[config.mk]
export PLATFORM = sky130hd
export DESIGN_NAME = hex_syscall_unit_flat
export DESIGN_NICKNAME = d
export VERILOG_FILES = /design/src/rtl/hex_pkg.sv /design/src/rtl/hex_syscall_unit_if.sv /design/src/rtl/hex_syscall_unit.sv /design/src/flat_wrapper.sv
export SDC_FILE = /design/constraint.sdc
export NUM_CORES = 1
export LEC_CHECK = 0
export BUFFER_PORTS_ARGS = -buffer_cell sky130_fd_sc_hd__buf_4
export CAP_MARGIN = 15
export CORE_MARGIN = 8
export CORE_UTILIZATION = 40
export CTS_BUF_LIST = sky130_fd_sc_hd__clkbuf_16
export CTS_CLUSTER_DIAMETER = 150
export CTS_CLUSTER_SIZE = 12
export DETAILED_ROUTE_END_ITERATION = 16
export PLACE_DENSITY = 0.7
export SLEW_MARGIN = 20
export SYNTH_ARGS = -nofsm -noshare
export SYNTH_HDL_FRONTEND = slang
export SYNTH_SLANG_ARGS = --single-unit
[constraint.sdc]
create_clock -name i_clk -period 1.9 [get_ports i_clk]
set_clock_uncertainty 0.05 [all_clocks]
set_input_delay 0 -clock i_clk [delete_from_list [all_inputs] [get_ports i_clk]]
set_output_delay 0 -clock i_clk [all_outputs]
set_load 0.01 [all_outputs]
[src/rtl/hex_pkg.sv]
// Shared types, codes and FSM state encoding for the hex syscall unit.
package hex_pkg;

  localparam int unsigned DATA_WIDTH    = 32;
  localparam int unsigned WADDR_WIDTH   = 16;
  localparam int unsigned STREAM_WIDTH  = 2;
  localparam int unsigned SYSCALL_WIDTH = 8;
  localparam int unsigned BYTE_WIDTH    = 8;

  typedef logic [DATA_WIDTH-1:0]    data_t;
  typedef logic [WADDR_WIDTH-1:0]   waddr_t;
  typedef logic [STREAM_WIDTH-1:0]  stream_t;
  typedef logic [SYSCALL_WIDTH-1:0] syscall_t;
  typedef logic [BYTE_WIDTH-1:0]    byte_t;

  localparam syscall_t SYS_EXIT  = SYSCALL_WIDTH'(0);
  localparam syscall_t SYS_WRITE = SYSCALL_WIDTH'(1);
  localparam syscall_t SYS_READ  = SYSCALL_WIDTH'(2);

  localparam waddr_t SP_ADDR = WADDR_WIDTH'(1);

  typedef enum logic [3:0] {
    ST_IDLE,
    ST_RD_SP,
    ST_RD_ARG0,
    ST_RD_ARG1,
    ST_OUT_WAIT,
    ST_IN_WAIT,
    ST_WR_RES,
    ST_EXIT,
    ST_HALTED,
    ST_DONE
  } syscall_state_t;

  typedef struct packed {
    logic   valid;
    logic   we;
    waddr_t addr;
    data_t  data;
  } mem_req_t;

  // Stack-relative address; wraps at the top of the word space.
  function automatic waddr_t sp_plus(input waddr_t sp, input waddr_t k);
    return waddr_t'(sp + k);
  endfunction

endpackage

[src/rtl/hex_syscall_unit_if.sv]
// Core, data-memory and byte-stream signals of the syscall unit.
interface hex_syscall_unit_if;
  import hex_pkg::*;

  logic     i_syscall_valid;
  syscall_t i_syscall;
  logic     o_busy;

  logic     o_m_valid;
  logic     o_m_we;
  waddr_t   o_m_addr;
  data_t    o_m_data;
  data_t    i_m_data;

  logic     o_out_valid;
  logic     i_out_ready;
  byte_t    o_out_data;
  stream_t  o_out_stream;

  logic     o_in_ready;
  logic     i_in_valid;
  byte_t    i_in_data;
  stream_t  o_in_stream;

  logic     o_exit_valid;
  data_t    o_exit_code;
  logic     o_bad_syscall;

  modport master (
    input  i_syscall_valid, i_syscall, i_m_data, i_out_ready, i_in_valid, i_in_data,
    output o_busy, o_m_valid, o_m_we, o_m_addr, o_m_data,
    output o_out_valid, o_out_data, o_out_stream,
    output o_in_ready, o_in_stream, o_exit_valid, o_exit_code, o_bad_syscall
  );

  modport slave (
    output i_syscall_valid, i_syscall, i_m_data, i_out_ready, i_in_valid, i_in_data,
    input  o_busy, o_m_valid, o_m_we, o_m_addr, o_m_data,
    input  o_out_valid, o_out_data, o_out_stream,
    input  o_in_ready, o_in_stream, o_exit_valid, o_exit_code, o_bad_syscall
  );

endinterface

[src/rtl/hex_syscall_unit.sv]
// Syscall service unit: stalls the core, fetches SP and arguments from memory,
// runs EXIT/WRITE/READ against the byte streams and writes back READ results.
module hex_syscall_unit
  import hex_pkg::*;
(
  input logic               i_clk,
  input logic               i_rst,
  hex_syscall_unit_if.master bus
);

  syscall_state_t state, state_nxt;

  syscall_t code_q;
  waddr_t   sp_q;
  byte_t    arg0_q;
  stream_t  arg1_q;
  byte_t    byte_q;
  data_t    exit_code_q;

  mem_req_t req;
  logic     busy;
  logic     out_valid;
  logic     in_ready;
  logic     exit_valid;
  logic     bad;

  // State register
  always_ff @(posedge i_clk) begin
    if (i_rst) state <= ST_IDLE;
    else       state <= state_nxt;
  end

  // Datapath registers, loaded as each memory word or input byte arrives
  always_ff @(posedge i_clk) begin
    if (i_rst) begin
      code_q      <= '0;
      sp_q        <= '0;
      arg0_q      <= '0;
      arg1_q      <= '0;
      byte_q      <= '0;
      exit_code_q <= '0;
    end else begin
      case (state)
        ST_IDLE:    if (bus.i_syscall_valid) code_q <= bus.i_syscall;
        ST_RD_SP:   sp_q <= bus.i_m_data[WADDR_WIDTH-1:0];
        ST_RD_ARG0: begin
          arg0_q <= bus.i_m_data[BYTE_WIDTH-1:0];
          // Exit code is live during the exit pulse and held until reset
          if (code_q == SYS_EXIT) exit_code_q <= bus.i_m_data;
        end
        ST_RD_ARG1: arg1_q <= bus.i_m_data[STREAM_WIDTH-1:0];
        ST_IN_WAIT: if (bus.i_in_valid) byte_q <= bus.i_in_data;
        default: ;
      endcase
    end
  end

  // Next-state and control decode
  always_comb begin
    state_nxt  = state;
    req        = '0;
    busy       = 1'b1;
    out_valid  = 1'b0;
    in_ready   = 1'b0;
    exit_valid = 1'b0;
    bad        = 1'b0;
    case (state)
      ST_IDLE: begin
        busy = bus.i_syscall_valid;
        if (bus.i_syscall_valid) begin
          req.valid = 1'b1;
          req.addr  = SP_ADDR;
          state_nxt = ST_RD_SP;
        end
      end
      ST_RD_SP: begin
        req.valid = 1'b1;
        req.addr  = sp_plus(bus.i_m_data[WADDR_WIDTH-1:0], WADDR_WIDTH'(2));
        state_nxt = ST_RD_ARG0;
      end
      ST_RD_ARG0: begin
        case (code_q)
          SYS_EXIT:  state_nxt = ST_EXIT;
          SYS_WRITE: begin
            req.valid = 1'b1;
            req.addr  = sp_plus(sp_q, WADDR_WIDTH'(3));
            state_nxt = ST_RD_ARG1;
          end
          SYS_READ:  state_nxt = ST_IN_WAIT;
          default: begin
            bad       = 1'b1;
            state_nxt = ST_DONE;
          end
        endcase
      end
      ST_RD_ARG1: state_nxt = ST_OUT_WAIT;
      ST_OUT_WAIT: begin
        out_valid = 1'b1;
        if (bus.i_out_ready) state_nxt = ST_DONE;
      end
      ST_IN_WAIT: begin
        in_ready = 1'b1;
        if (bus.i_in_valid) state_nxt = ST_WR_RES;
      end
      ST_WR_RES: begin
        req.valid = 1'b1;
        req.we    = 1'b1;
        req.addr  = sp_plus(sp_q, WADDR_WIDTH'(1));
        req.data  = DATA_WIDTH'(byte_q);
        state_nxt = ST_DONE;
      end
      ST_EXIT: begin
        exit_valid = 1'b1;
        state_nxt  = ST_HALTED;
      end
      ST_HALTED: state_nxt = ST_HALTED;
      ST_DONE: begin
        busy      = 1'b0;
        state_nxt = ST_IDLE;
      end
      default: state_nxt = ST_IDLE;
    endcase
  end

  assign bus.o_busy        = busy;
  assign bus.o_m_valid     = req.valid;
  assign bus.o_m_we        = req.we;
  assign bus.o_m_addr      = req.addr;
  assign bus.o_m_data      = req.data;
  assign bus.o_out_valid   = out_valid;
  assign bus.o_out_data    = out_valid ? arg0_q : '0;
  assign bus.o_out_stream  = out_valid ? arg1_q : '0;
  assign bus.o_in_ready    = in_ready;
  assign bus.o_in_stream   = in_ready ? arg0_q[STREAM_WIDTH-1:0] : '0;
  assign bus.o_exit_valid  = exit_valid;
  assign bus.o_exit_code   = exit_code_q;
  assign bus.o_bad_syscall = bad;

endmodule

[src/flat_wrapper.sv]
// flat-port wrapper written by rule: the top's interface ports become plain ports
module hex_syscall_unit_flat import hex_pkg::*;
  (i_clk, i_rst, bus_i_syscall_valid, bus_i_syscall, bus_i_m_data, bus_i_out_ready, bus_i_in_valid, bus_i_in_data, bus_o_busy, bus_o_m_valid, bus_o_m_we, bus_o_m_addr, bus_o_m_data, bus_o_out_valid, bus_o_out_data, bus_o_out_stream, bus_o_in_ready, bus_o_in_stream, bus_o_exit_valid, bus_o_exit_code, bus_o_bad_syscall);
  hex_syscall_unit_if bus_i ();
  input logic i_clk;
  input logic i_rst;
  input wire logic [$bits(bus_i.i_syscall_valid)-1:0] bus_i_syscall_valid;
  input wire logic [$bits(bus_i.i_syscall)-1:0] bus_i_syscall;
  input wire logic [$bits(bus_i.i_m_data)-1:0] bus_i_m_data;
  input wire logic [$bits(bus_i.i_out_ready)-1:0] bus_i_out_ready;
  input wire logic [$bits(bus_i.i_in_valid)-1:0] bus_i_in_valid;
  input wire logic [$bits(bus_i.i_in_data)-1:0] bus_i_in_data;
  output wire logic [$bits(bus_i.o_busy)-1:0] bus_o_busy;
  output wire logic [$bits(bus_i.o_m_valid)-1:0] bus_o_m_valid;
  output wire logic [$bits(bus_i.o_m_we)-1:0] bus_o_m_we;
  output wire logic [$bits(bus_i.o_m_addr)-1:0] bus_o_m_addr;
  output wire logic [$bits(bus_i.o_m_data)-1:0] bus_o_m_data;
  output wire logic [$bits(bus_i.o_out_valid)-1:0] bus_o_out_valid;
  output wire logic [$bits(bus_i.o_out_data)-1:0] bus_o_out_data;
  output wire logic [$bits(bus_i.o_out_stream)-1:0] bus_o_out_stream;
  output wire logic [$bits(bus_i.o_in_ready)-1:0] bus_o_in_ready;
  output wire logic [$bits(bus_i.o_in_stream)-1:0] bus_o_in_stream;
  output wire logic [$bits(bus_i.o_exit_valid)-1:0] bus_o_exit_valid;
  output wire logic [$bits(bus_i.o_exit_code)-1:0] bus_o_exit_code;
  output wire logic [$bits(bus_i.o_bad_syscall)-1:0] bus_o_bad_syscall;
  assign bus_i.i_syscall_valid = bus_i_syscall_valid;
  assign bus_i.i_syscall = bus_i_syscall;
  assign bus_i.i_m_data = bus_i_m_data;
  assign bus_i.i_out_ready = bus_i_out_ready;
  assign bus_i.i_in_valid = bus_i_in_valid;
  assign bus_i.i_in_data = bus_i_in_data;
  assign bus_o_busy = bus_i.o_busy;
  assign bus_o_m_valid = bus_i.o_m_valid;
  assign bus_o_m_we = bus_i.o_m_we;
  assign bus_o_m_addr = bus_i.o_m_addr;
  assign bus_o_m_data = bus_i.o_m_data;
  assign bus_o_out_valid = bus_i.o_out_valid;
  assign bus_o_out_data = bus_i.o_out_data;
  assign bus_o_out_stream = bus_i.o_out_stream;
  assign bus_o_in_ready = bus_i.o_in_ready;
  assign bus_o_in_stream = bus_i.o_in_stream;
  assign bus_o_exit_valid = bus_i.o_exit_valid;
  assign bus_o_exit_code = bus_i.o_exit_code;
  assign bus_o_bad_syscall = bus_i.o_bad_syscall;
  hex_syscall_unit u_core (.i_clk(i_clk), .i_rst(i_rst), .bus(bus_i));
endmodule
==> impl_metrics.py <==
metrics = {
    "power": {
        "seq_power_share_pct": 38.6,
        "ir_drop_v": 0.0004630,
        "pwr-share-clk_pct": 38.3,
        "p_sw_share_pct": 29.62,
        "leakagePower_uw": 0.003217,
        "p_comb_share_pct": 23.1,
        "power_switching_uw": 1361,
        "power_density_nw_per_um2": 615.4,
        "internal_power_uw": 3233,
    },
    "cts": {
        "cts_max_path_buffers": 2,
        "htreeDepth": 3,
        "cts_made_buffers": 9,
        "cts_root_buffer": "clkbuf_16",
        "clk_latency_ns": 0.34,
        "cts_tree": "built",
        "clkTransAtPathRegs_ns": 0.06,
        "cts.sinks": 78,
    },
    "status": {
        "outcome": "finished with violations",
        "violations": "setup timing",
    },
    "floorplanning": {
        "fp.dieW_um": 118.9,
        "io_pins": 152,
        "coreArea_um2": 10320,
        "core.rowCount": 37,
        "initial_core_util_pct": 41.04,
        "die-height_um": 118.9,
        "die-area_um2": 14140,
    },
    "finish": {
        "fill_cells": 722,
        "fin_nets": 859,
        "syn_to_final_growth_pct": 76.23,
        "mostFrequentLayoutCells": "buf_4, nand2_1, dfxtp_1",
        "n_antenna_cell": 0,
        "multi_input_area_um2": 3065,
        "layout_commonest_cell": "buf_4",
        "ff_latch_area_um2": 1600,
        "final_util_pct": 72.32,
        "drive_gt1_share_pct": 45.67,
        "finish.instance_area_um2": 7466,
    },
    "global_route": {
        "gr-total-overflow": 0,
        "grt_pass1_vias": 5053,
        "grt_max_degree": 45,
        "grt_usage_pct": 21.36,
        "antenna_found_initial": 0,
        "grt_pass1_wl_mm": 25.24,
    },
    "yosys": {
        "synth_top_area_share_pct": 36.86,
        "yosys_warnings": 0,
        "async_flop_share_pct": 0,
        "synth_cell_type_count": 48,
        "synth.area.top_cells": "dfxtp_1, nand2_1, a21oi_1, buf_4, nor2_1",
        "synth_ff_type": "dfxtp_1",
        "synth_seq_area_share_pct": 36.86,
        "ys_ff_latch": 78,
        "synth_area_um2": 4237,
        "yosys.area.top_type": "dfxtp_1",
        "netlist_instances": 581,
        "synth_edf_count": 0,
        "avgSynthCellArea_um2": 7.292,
    },
    "critical_path": {
        "start_kind": "flop",
        "crit_required_ns": 1.85,
        "path_max_fanout": 8,
        "rr_worst_depth": 7,
        "worstPathArrival_ns": 2.10,
        "path_class": "reg2out",
        "end_kind": "output port",
    },
    "sta": {
        "period_needed_ns": 2.154,
        "rsz0062_at_grt": "true",
        "hold_violations": 0,
        "period_share_pct": 113.4,
        "tightest_slew_ns": 0.5518,
        "finalSetupViolations": 40,
        "slew_headroom_pct": 63.21,
        "maxSlewViolCount": 0,
        "finalWorstSetupSlack_ns": -0.2540,
        "fmax_ghz": 0.4642,
    },
    "place": {
        "dp_slack_ns": -0.03607,
        "placed_area_um2": 5478,
        "portBuffers": 127,
        "hpwl_mm": 10.45,
        "gp_congestion": 0.9057,
    },
    "min_path": {
        "worstHoldPathCells": 4,
        "min_path_type": "in2reg",
    },
    "routing": {
        "drtAntennaViolNets": 0,
        "wire_per_inst_um": 19.75,
        "wl_mm": 18.65,
        "via_count": 5335,
        "viasPerCell": 5.651,
        "drtPass1Iterations": 5,
        "drt_iter0_markers": 419,
        "drc": 0,
    },
    "flow_run": {
        "drv_cap": 0,
    },
}
## per-stage QoR
stage                     std cells  setup TNS [ns]  power, µW  hold WS [ns]
after floorplan                 604               0       2192       0.08596
after global placement          845        -0.04379       2506        0.1839
after detailed placement        845        -0.03607       2521        0.1913
after CTS                       930          -2.006       4441       0.05603
after global routing            944          -7.349       4740       0.05893
final                           944          -3.787       4595       0.06408
## cell type report
class                      count  area share, %
sequential                    78          21.43
multi-input combinational    448          41.06
timing repair buffer         254          30.53
clock inverter                 7         0.9720
inverter                      12         0.7039
clock buffer                   9          3.017
tap                          136          2.279
## logic make-up after synthesis
kind of cell,share of synthesized area [%]
AND/OR/NAND/NOR,29.06
AO/OA/AOI/OAI,17.34
flip-flops,36.86
buffers and inverters,9.864
XOR/XNOR,3.308
multiplexers,2.599
adder cells (fa/ha/maj),0.8861
other,0.08852
## final timing paths
path / startpoint / endpoint / slack (ns)
setup / recovery: u_core.state[2]$_SDFFE_PP0P_ / bus_o_m_addr[3] / -0.25
hold / removal: bus_i_m_data[1] / u_core.bus.o_exit_code[1]$_SDFFE_PP0P_ / 0.06
setup reg to reg: u_core.state[2]$_SDFFE_PP0P_ / u_core.bus.o_exit_code[16]$_SDFFE_PP0P_ / -0.09
hold reg to reg: u_core.arg0_q[2]$_SDFFE_PP0P_ / u_core.arg0_q[2]$_SDFFE_PP0P_ / 0.41
## worst max-delay path, cell delays in order (launching register included)
cell and delay, ns:
dfxtp_2 0.34, nor4b_4 0.30, buf_4 0.19, nand4_1 0.09, buf_6 0.16, buf_8 0.14, o221ai_2 0.13, o21ai_1 0.11
o21ai_1 0.14, buf_4 0.16
## synthesized netlist by cell type (all sizes together) (4+ instances only)
cell type and n:
clkbuf 30, nor2 33, inv 11, xor2 11, nand2b 4, a211oi 5
o21ai 12, dfxtp 78, nor3 15, a21oi 79, xnor2 5, o221ai 6
o22ai 6, and2 10, nand2 146, and3 13, mux2i 11, nand3 19
nand4 11, nor4 4, buf 36
## per-layer routing
metal | wire (µm) | GRT usage (%) | up-vias
li1 | - | - | 2396
met1 | 7223 | 25.83 | 2541
met2 | 9280 | 37.55 | 327
met3 | 1432 | 4.015 | 71
met4 | 708 | 6.482 | 0
met5 | 0 | 0 | -
## state kept, by name (all words and copies together), names as in the netlist
| register | cells |
|---|---|
| u_core.bus.o_exit_code | 32 |
| u_core.byte_q | 8 |
| u_core.sp_q | 16 |
| u_core.arg1_q | 2 |
| u_core.arg0_q | 8 |
| u_core.code_q | 8 |
| u_core.state | 4 |
## power groups by stage
stage               Combinational, µW  Sequential, µW  Clock, µW
floorplan                         407            1790          0
global placement                  718            1790          0
detailed placement                730            1790          0
CTS                               931            1760       1750
global route                     1120            1770       1850
finish                           1060            1770       1760
## repair_timing
action                                 4_1_cts  5_1_grt
pin swaps                                   26       61
endpoints found under the hold margin       71        0
setup buffers                               20        9
hold buffers                                48        0
gates cloned                                 1        6
setup endpoints to repair                   27       50
resized for setup                          102      138
Note: power is estimated with default switching activity, not from simulation.
